`config.mk`:
```
export PLATFORM = sky130hd
export DESIGN_NAME = mux_2x1_df
export DESIGN_NICKNAME = d
export VERILOG_FILES = /design/src/rtl/mux_2x1_df.sv
export SDC_FILE = /design/constraint.sdc
export NUM_CORES = 1
export LEC_CHECK = 0
export BUFFER_PORTS_ARGS = -buffer_cell sky130_fd_sc_hd__buf_2
export CORE_AREA = 3 3 40 42
export DETAILED_ROUTE_END_ITERATION = 10
export DIE_AREA = 0 0 43 45
export GPL_ROUTABILITY_DRIVEN = 0
export SYNTH_ARGS = -nofsm -noshare
export SYNTH_HDL_FRONTEND = slang
export SYNTH_SLANG_ARGS = --single-unit
```
`constraint.sdc`:
```
create_clock -name clk -period 1.4 [get_ports clk]
set_clock_uncertainty 0.1 [all_clocks]
set_input_delay 0.21 -clock clk [delete_from_list [all_inputs] [get_ports clk]]
set_output_delay 0.21 -clock clk [all_outputs]
set_load 0.02 [all_outputs]
```
`src/rtl/mux_2x1_df.sv`:
```
// 2:1 dataflow mux with a registered, parity-tagged copy and a saturating select-change counter.
// Define MUX_2X1_DF_SEL_SYNC_EN to pass select through a 2-flop synchronizer first.
module mux_2x1_df #(
  parameter int unsigned WIDTH = 1,
  parameter int unsigned CNT_W = 8
) (
  input  logic             clk,
  input  logic             rst_n,
  input  logic [WIDTH-1:0] A,
  input  logic [WIDTH-1:0] B,
  input  logic             select,
  input  logic             en,
  output logic [WIDTH-1:0] mux_out,
  output logic [WIDTH-1:0] mux_out_q,
  output logic             out_parity,
  output logic [CNT_W-1:0] sel_changes
);

  logic             sel_eff;
  logic [WIDTH-1:0] data_d, data_q;
  logic             parity_d, parity_q;
  logic             sel_prev_q;
  logic [CNT_W-1:0] cnt_d, cnt_q;

`ifdef MUX_2X1_DF_SEL_SYNC_EN
  logic [1:0] sync_q;

  always_ff @(posedge clk or negedge rst_n) begin
    if (!rst_n) begin
      sync_q <= 2'b00;
    end else begin
      sync_q <= {sync_q[0], select};
    end
  end

  assign sel_eff = sync_q[1];
`else
  assign sel_eff = select;
`endif

  // Ternary keeps the A==B bitwise merge when sel_eff is X in simulation.
  assign mux_out = sel_eff ? A : B;

  always_comb begin
    data_d   = data_q;
    parity_d = parity_q;
    if (en) begin
      data_d   = mux_out;
      parity_d = ^mux_out;
    end
  end

  always_comb begin
    cnt_d = cnt_q;
    if ((sel_eff != sel_prev_q) && (cnt_q != {CNT_W{1'b1}})) begin
      cnt_d = cnt_q + 1'b1;
    end
  end

  always_ff @(posedge clk or negedge rst_n) begin
    if (!rst_n) begin
      data_q     <= '0;
      parity_q   <= 1'b0;
      sel_prev_q <= 1'b0;
      cnt_q      <= '0;
    end else begin
      data_q     <= data_d;
      parity_q   <= parity_d;
      sel_prev_q <= sel_eff;
      cnt_q      <= cnt_d;
    end
  end

  assign mux_out_q   = data_q;
  assign out_parity  = parity_q;
  assign sel_changes = cnt_q;

endmodule

```
Word level (Yosys, flattened, before mapping)
Cells that the tools add are included.
- bits in latches: 0
- register bits after elaboration: 10
- memory bits (writable): 0
- ROM bits: 0
- input bits: 6
- output and inout bits: 11
- memories: 0
- shift-type cells: 0
- bitwise operators: 0
- equal/unequal tests: 2
- divide/modulo/power cells: 0
- $lt $le $gt $ge: 0
- $mul: 0
- add/subtract/negate cells: 1
- reduce and logical (&&, ||, !) cells: 1
- mux-type cells: 1
- operators with widths (cell ; count):
    $add 8x1->8 const B ; 1
    $ne 8x8->1 const B ; 1
    $logic_and 1x1->1 ; 1
    $mux 1 ; 1
    $ne 1x1->1 ; 1

Longest topological paths before layout
Gate-level depths: netlist of the first run.
- depth in word-level cells: 2
- depth in mapped cells: 5

Worst setup path after synthesis of the first run
No wires, ideal clock.
- path kind: flip-flop to flip-flop
- start point: reg cnt_q[3] (netlist: sel_changes[3])
- end point: reg cnt_q[1] (netlist: sel_changes[1])
- data arrival time: 1.376 ns
- required time: 1.175 ns
- setup slack: -0.201 ns
- stages on the path, launching flop included: 5
- library setup time: 0.125 ns
- path buffers: 0
- path through: dfrtp_1 -> and3_2 -> nand3_4 -> o21ai_2 -> mux2_2
- longest elaborated chain between the ends: 2
- RTL lines (element ; line ; RTL):
    from (decl) ; 23 ; logic [CNT_W-1:0] cnt_d, cnt_q;
    from (signal assigned) ; 70 ; cnt_q <= cnt_d;
    $ne 8x8->1 ; 55 ; if ((sel_eff != sel_prev_q) && (cnt_q != {CNT_W{1'b1}})) begin
    $logic_and 1x1->1 ; 55 ;
No other way between the ends.
A chain may end at the register's enable or synchronous reset.

Worst setup path in the final report of the first run
- start point: reg cnt_q[0] (netlist: sel_changes[0])
- end point: reg cnt_q[1] (netlist: sel_changes[1])
- longest elaborated chain between the ends: 2
- elaborated cells on any way between the ends: 3
- classes of those cells: add/sub (1); eq/ne (1); reduce/logical (1)
- RTL lines (element):
    parallel branches: the longest is 2 deep, another holds $add 8x1->8
Several ways; the timed one is not identified.

==> metrics.yaml, run 1 <==
ys_warn_count: 0
dieArea_mm2: 0.00194
initial_core_util_pct: 37.1
hold_violations: 0
path_clk_slew_ns: 0.07
cp_max_fo: 4
vias_per_cell: 5.00
first_iter_violations: 0
async_reset_ff_share_pct: 100
cts_tree: "done"
grtUsageMet2_pct: 19.8
max_slew_margin_pct: 84.2
post-route-min-period_ns: 1.37
startpoint_type: "register"
drc: 0
synth_edf_count: 0
synth_nets: 47
crit_path_top_delay_cell: "dfrtp_2"
status: "complete, no violations"
use_met3_pct: 2.39
die_y_um: 45
min_from: "select"
area_growth_pct: 51.2
arrival_ns: 1.43
switching_share_pct: 41.1
syn_area_um2: 477
intPower_uw: 935
reg2reg_depth: 4
synth_xor_area_share_pct: 9.19
totalPowerFinal_uw: 1590
wirelength_um: 1080
drtPass1Iterations: 1
cts-buffers-inserted: 3
final_layout_size_suffix_gt1_share_pct: 64.8
r2r-end: "sel_changes[1]"
worstReg2RegStart: "sel_changes[0]"
tightest_slew_ns: 0.235
wl_per_cell_um: 12.5
synth_top_family_by_area: "simple AND/OR/NAND/NOR gates"
clock_path_buffers: 2
cp_slowest_stage_delay_ns: 0.38
hold_end: "sel_prev_q"
holdPathStages: 1
synth-compound-area-share_pct: 11.8
report.final.slew_viol_count: 0
ys.flop_type: "dfrtp_1"
vias: 430
p_per_area_mw_per_mm2: 2200
die_w_um: 43
yosys.cell_types.count: 20
final_nets: 79
worstPathRequired_ns: 1.45
antennaDiodeCount: 0
max_freq_mhz: 728
yosys.area_share.simple_pct: 14.4
clk_latency_ns: 0.26
pwr-share-seq_pct: 33.6
ir_worst_vdd_mv: 1.04
end_kind: "register"
grt_start_max_net_pins: 11
grt_pass1_wl_um: 1770
io_buffer_count: 16
setup_viol: 0
grt.met1_usage_pct: 16.1
num_io_pins: 17
final.period_utilization_pct: 98.1
overflow: 0
fin_util_pct: 56.1
grt-busiest-layer: "met2"
p_leak_uw: 0.000339
hpwl_um: 774
antenna_found_initial: 0
ys_ff_latch: 10
grt_pass1_vias: 421
critical_path_class: "register to register"
syn_area_per_cell_um2: 11.9
synth_mux_area_share_pct: 7.09
clkPwrFrac_pct: 13.3
yosysSeqAreaShare_pct: 52.5
grt_use_total_pct: 12.3
synthCells: 40
drv_cap: 0
coreArea_mm2: 0.00128
clock-sinks: 10
clockRootBuffer: "clkbuf_4"
hold_path.class: "input port to register"
netSwitchingPower_uw: 651
ant_nets: 0
crit_chain: "ha_2 -> nand2_4 -> o21ai_4 -> mux2_4"
pwr-share-comb_pct: 53.1
cts_htree_levels: 1
rows: 13
r2r_slack_ns: 0.03
synthAdderAreaFrac_pct: 2.62
## flip-flops by register name, summed over array words and instances, names as in the netlist
register     count
sel_changes      8
mux_out_q        1
sel_prev_q       1
## logic make-up after synthesis
kind of cell	count (synthesis)
flops	10
xor+xnor	5
simple gates	11
buf+inv	2
compound gates	8
mux	3
fa+ha+maj	1
## worst max path at each step
stage	startpoint	cells after the start	endpoint
2_1_floorplan	sel_changes[3]	4	sel_changes[1]
3_3_place_gp	sel_changes[5]	4	sel_changes[1]
3_5_place_dp	sel_changes[0]	4	sel_changes[1]
4_1_cts	sel_changes[3]	4	sel_changes[1]
5_1_grt	sel_changes[0]	4	sel_changes[1]
6_report	sel_changes[0]	4	sel_changes[1]
## cell usage in the layout, fill, tap and decap left out, drive strengths merged
cell type	Yosys	layout
a21oi	3	3
a31oi	1	1
a41oi	1	1
and3	2	2
buf	1	27
clkbuf	0	4
dfrtp	10	10
dlygate4sd3	0	1
ha	1	1
inv	1	1
mux2	3	3
nand2	2	2
nand3	3	3
nand4	1	1
nor2	2	2
nor3	1	1
o21a	1	1
o21ai	1	1
o22a	1	1
xnor2	3	3
xor2	2	2
## through the flow
stage | TNS (ns) | instances | hold slack, ns | setup WS [ns] | cell area (µm²)
after floorplan | -0.0556 | 40 | -0.186 | -0.0556 | 500
after global placement | 0 | 77 | -0.0181 | 0.0382 | 644
after detailed placement | 0 | 77 | -0.0150 | 0.00861 | 644
after CTS | 0 | 84 | 0.0133 | 0.00949 | 696
after global routing | -0.0282 | 86 | 0.0174 | -0.0188 | 721
final | 0 | 86 | 0.0152 | 0.0261 | 721
## worst max-delay path: cells and delay by family (launching register included)
family	cells	cell delay, ns
AND/OR/NAND/NOR	1	0.08
adder cells (fa/ha/maj)	1	0.21
AO/OA/AOI/OAI	1	0.18
multiplexers	1	0.31
flip-flops	1	0.38
## synth_stat cells (all sizes together) (2+ instances only)
| library cell | number | area (µm²) |
|---|---|---|
| dfrtp | 10 | 250 |
| mux2 | 3 | 33.8 |
| and3 | 2 | 15.0 |
| xor2 | 2 | 17.5 |
| nand2 | 2 | 7.51 |
| nor2 | 2 | 7.51 |
| a21oi | 3 | 15.0 |
| xnor2 | 3 | 26.3 |
| nand3 | 3 | 27.5 |
## routing by layer
metal	wire, µm	up-vias	share of wire [%]
li1	-	206	-
met1	465	209	43
met2	534	13	49
met3	64	2	5.9
met4	16	0	1.5
met5	0	-	0
## power by group through the flow
stage / combinational, µW / sequential, µW / clock (µW)
2_1_floorplan: 271 / 713 / 0
3_3_place_gp: 767 / 536 / 0
3_5_place_dp: 774 / 537 / 0
4_1_cts: 796 / 532 / 215
5_1_grt: 921 / 563 / 231
6_report: 842 / 533 / 210
## final cells by class
cell class	count	area, µm²
clock buffer	4	26.3
tap	15	18.8
multi-input combinational	28	243
inverter	1	3.75
timing repair buffer	28	173
fill	120	564
sequential	10	256
## repair_timing
action / 4_1_cts / 5_1_grt
buffers inserted: 2 / 2
hold endpoints to repair: 10 / 0
pin swaps: 2 / 1
hold buffers: 1 / 0
resized for setup: 0 / 3
endpoints found under the setup margin: 1 / 4
gates cloned: 0 / 0
(Power assumes the default switching activity.)
==> inputs of run 2 (changes only) <==
--- a/config.mk
+++ b/config.mk
@@ -6,10 +6,13 @@
 export NUM_CORES = 1
 export LEC_CHECK = 0
 export BUFFER_PORTS_ARGS = -buffer_cell sky130_fd_sc_hd__buf_2
-export CORE_AREA = 3 3 40 42
+export CELL_PAD_IN_SITES_DETAIL_PLACEMENT = 1
+export CELL_PAD_IN_SITES_GLOBAL_PLACEMENT = 1
+export CORE_MARGIN = 3
+export CORE_UTILIZATION = 31
 export DETAILED_ROUTE_END_ITERATION = 10
-export DIE_AREA = 0 0 43 45
 export GPL_ROUTABILITY_DRIVEN = 0
+export PLACE_DENSITY_LB_ADDON = 0.1
 export SYNTH_ARGS = -nofsm -noshare
 export SYNTH_HDL_FRONTEND = slang
 export SYNTH_SLANG_ARGS = --single-unit
==> run 2 against run 1 <==
Effect of this change: worst setup slack gained 0.015 ns; die area rose by 5.7%; combinational power fell by 1%; sequential share of layout area is 0.25 points lower; worst hold slack improved by 0.018 ns; power is 0.16% higher; core utilization shrank 3.0 points; critical path type unchanged; largest cell class is now multi-input gates; highest routed layer unchanged.
==> metrics.yaml, run 2 (synthesis gave the netlist of run 1 again) <==
end_kind: "register"
fin_tns_setup_ns: 0  # unchanged
final_layout_size_suffix_gt1_share_pct: 67.6  # +2.9 points
clkPwrFrac_pct: 13.0  # -0.3 points
use_met3_pct: 7.17  # +4.8 points
pwr-share-comb_pct: 52.5  # -0.6 points
intPower_uw: 924  # -1.2%
ir_worst_vdd_mv: 0.924  # -11%
worstPathRequired_ns: 1.45  # about the same
status: "complete, no violations"
p_per_area_mw_per_mm2: 2190  # -0.53%
seqCellArea_um2: 256  # unchanged
die_w_um: 45.2  # +5.2%
final_nets: 76  # -3.8%
wirelength_um: 1140  # +5.6%
max_slew_margin_pct: 84.8  # +0.56 points
num_io_pins: 17  # unchanged
hold_path.class: "input port to register"
pwr-share-seq_pct: 34.4  # +0.8 points
cts_htree_levels: 1  # unchanged
grt_use_total_pct: 13.7  # +1.4 points
cts_tree: "done"
grt.met1_usage_pct: 14.7  # -1.4 points
setup_viol: 0  # unchanged
multi_input_area_um2: 270  # +11%
clock_path_buffers: 2  # unchanged
critical_path_class: "register to register"
final.period_utilization_pct: 97.1  # -1.1 points
initial_core_util_pct: 34.9  # -2.2 points
grt_pass1_vias: 444  # +5.5%
wl_per_cell_um: 13.7  # +9.4%
report.final.slew_viol_count: 0  # unchanged
ant_nets: 0  # unchanged
path_clk_slew_ns: 0.06  # about the same
vias_per_cell: 5.05  # +0.96%
area_growth_pct: 52.2
post-route-min-period_ns: 1.36  # -0.0150 ns
netSwitchingPower_uw: 664  # +2.0%
fillCellCount: 164  # +37%
clk_latency_ns: 0.27  # about the same
final_common_cell: "buf_2"
clockRootBuffer: "clkbuf_4"
io_buffer_count: 16  # unchanged
antennaDiodeCount: 0  # unchanged
final_cell_mix: "buf_2, buf_4, dfrtp_1, dfrtp_2"
die_y_um: 45.2  # +0.48%
grt_start_max_net_pins: 11  # unchanged
hpwl_um: 852  # +10%
whs_ns: 0.0333  # +0.0181 ns
antenna_found_initial: 0  # unchanged
grt_pass1_wl_um: 1930  # +9.4%
arrival_ns: 1.41  # -0.02 ns
drtPass1Iterations: 4  # +3
rsz0062_at_grt: "yes"
grt-busiest-layer: "met2"
tightest_slew_ns: 0.229  # -0.00673 ns
vias: 419  # -2.6%
overflow: 0  # unchanged
coreArea_mm2: 0.00137  # +6.3%
startpoint_type: "register"
drv_cap: 0  # unchanged
cts-buffers-inserted: 3  # unchanged
drc: 0  # unchanged
largest_register_ffs: 8  # unchanged
dieArea_mm2: 0.00204  # +5.7%
rows: 13  # unchanged
first_iter_violations: 4  # +4
cp_max_fo: 5  # +1
hold_violations: 0  # unchanged
grtUsageMet2_pct: 22.6  # +2.8 points
switching_share_pct: 41.8  # +0.77 points
max_freq_mhz: 736  # +1.1%
clock-sinks: 10  # unchanged
p_leak_uw: 0.000333  # -1.9%
==> run 2: critical path, stage by stage, from the launching register on <==
cell and delay [ns]:
dfrtp_2 0.36, and3_4 0.21, nand3_4 0.11, o21ai_4 0.16, mux2_4 0.31
==> run 2: cell type report <==
type	instances	share of cell area, %
multi-input cells	28	37.2
inverters	1	0.517
flip-flops and latches	10	35.3
clock buffers	4	3.62
repair buffers	25	20.7
well taps	15	2.59
==> run 2: through the flow <==
step           power (µW)  util, %  instances  cell area, µm²  setup slack [ns]
6_report             1590     53.1         83             726            0.0411
3_3_place_gp         1240     46.1         75             629            0.0315
5_1_grt              1710     53.1         83             726           -0.0167
3_5_place_dp         1280     46.1         75             629          -0.00633
4_1_cts              1520     49.8         82             681           0.00754
2_1_floorplan         984        -         40             500           -0.0556
==> run 2: final timing paths <==
check / from / to / slack [ns] / cells past startpoint
worst max-delay path: sel_changes[5] / sel_changes[1] / 0.04 / 4
worst min register to register: mux_out_q / mux_out_q / 0.43 / 1
worst min-delay path: select / sel_prev_q / 0.03 / 1
max in group asynchronous: rst_n / sel_changes[3] / 0.76 / 2
worst max register to register: sel_changes[5] / sel_changes[1] / 0.04 / 4
min in group asynchronous: rst_n / sel_changes[6] / 0.23 / 2
==> run 2: power groups by stage <==
stage          combinational, µW  clock (µW)  sequential (µW)
2_1_floorplan                271           0              713
5_1_grt                      911         238              564
3_3_place_gp                 721           0              521
3_5_place_dp                 740           0              537
4_1_cts                      778         220              526
6_report                     834         207              547
==> run 2: metal layers <==
| layer | vias up | share of wire [%] |
|---|---|---|
| met4 | 0 | 0.79 |
| li1 | 199 | - |
| met2 | 17 | 52 |
| met5 | - | 0 |
| met1 | 201 | 39 |
| met3 | 2 | 7.8 |
==> run 2: what timing repair did <==
action,in CTS,in global routing
endpoints found under the setup margin,1,5
setup buffers,2,1
gates resized for setup,0,7
hold buffers,1,0
pin swaps,1,2
hold endpoints to repair,10,0
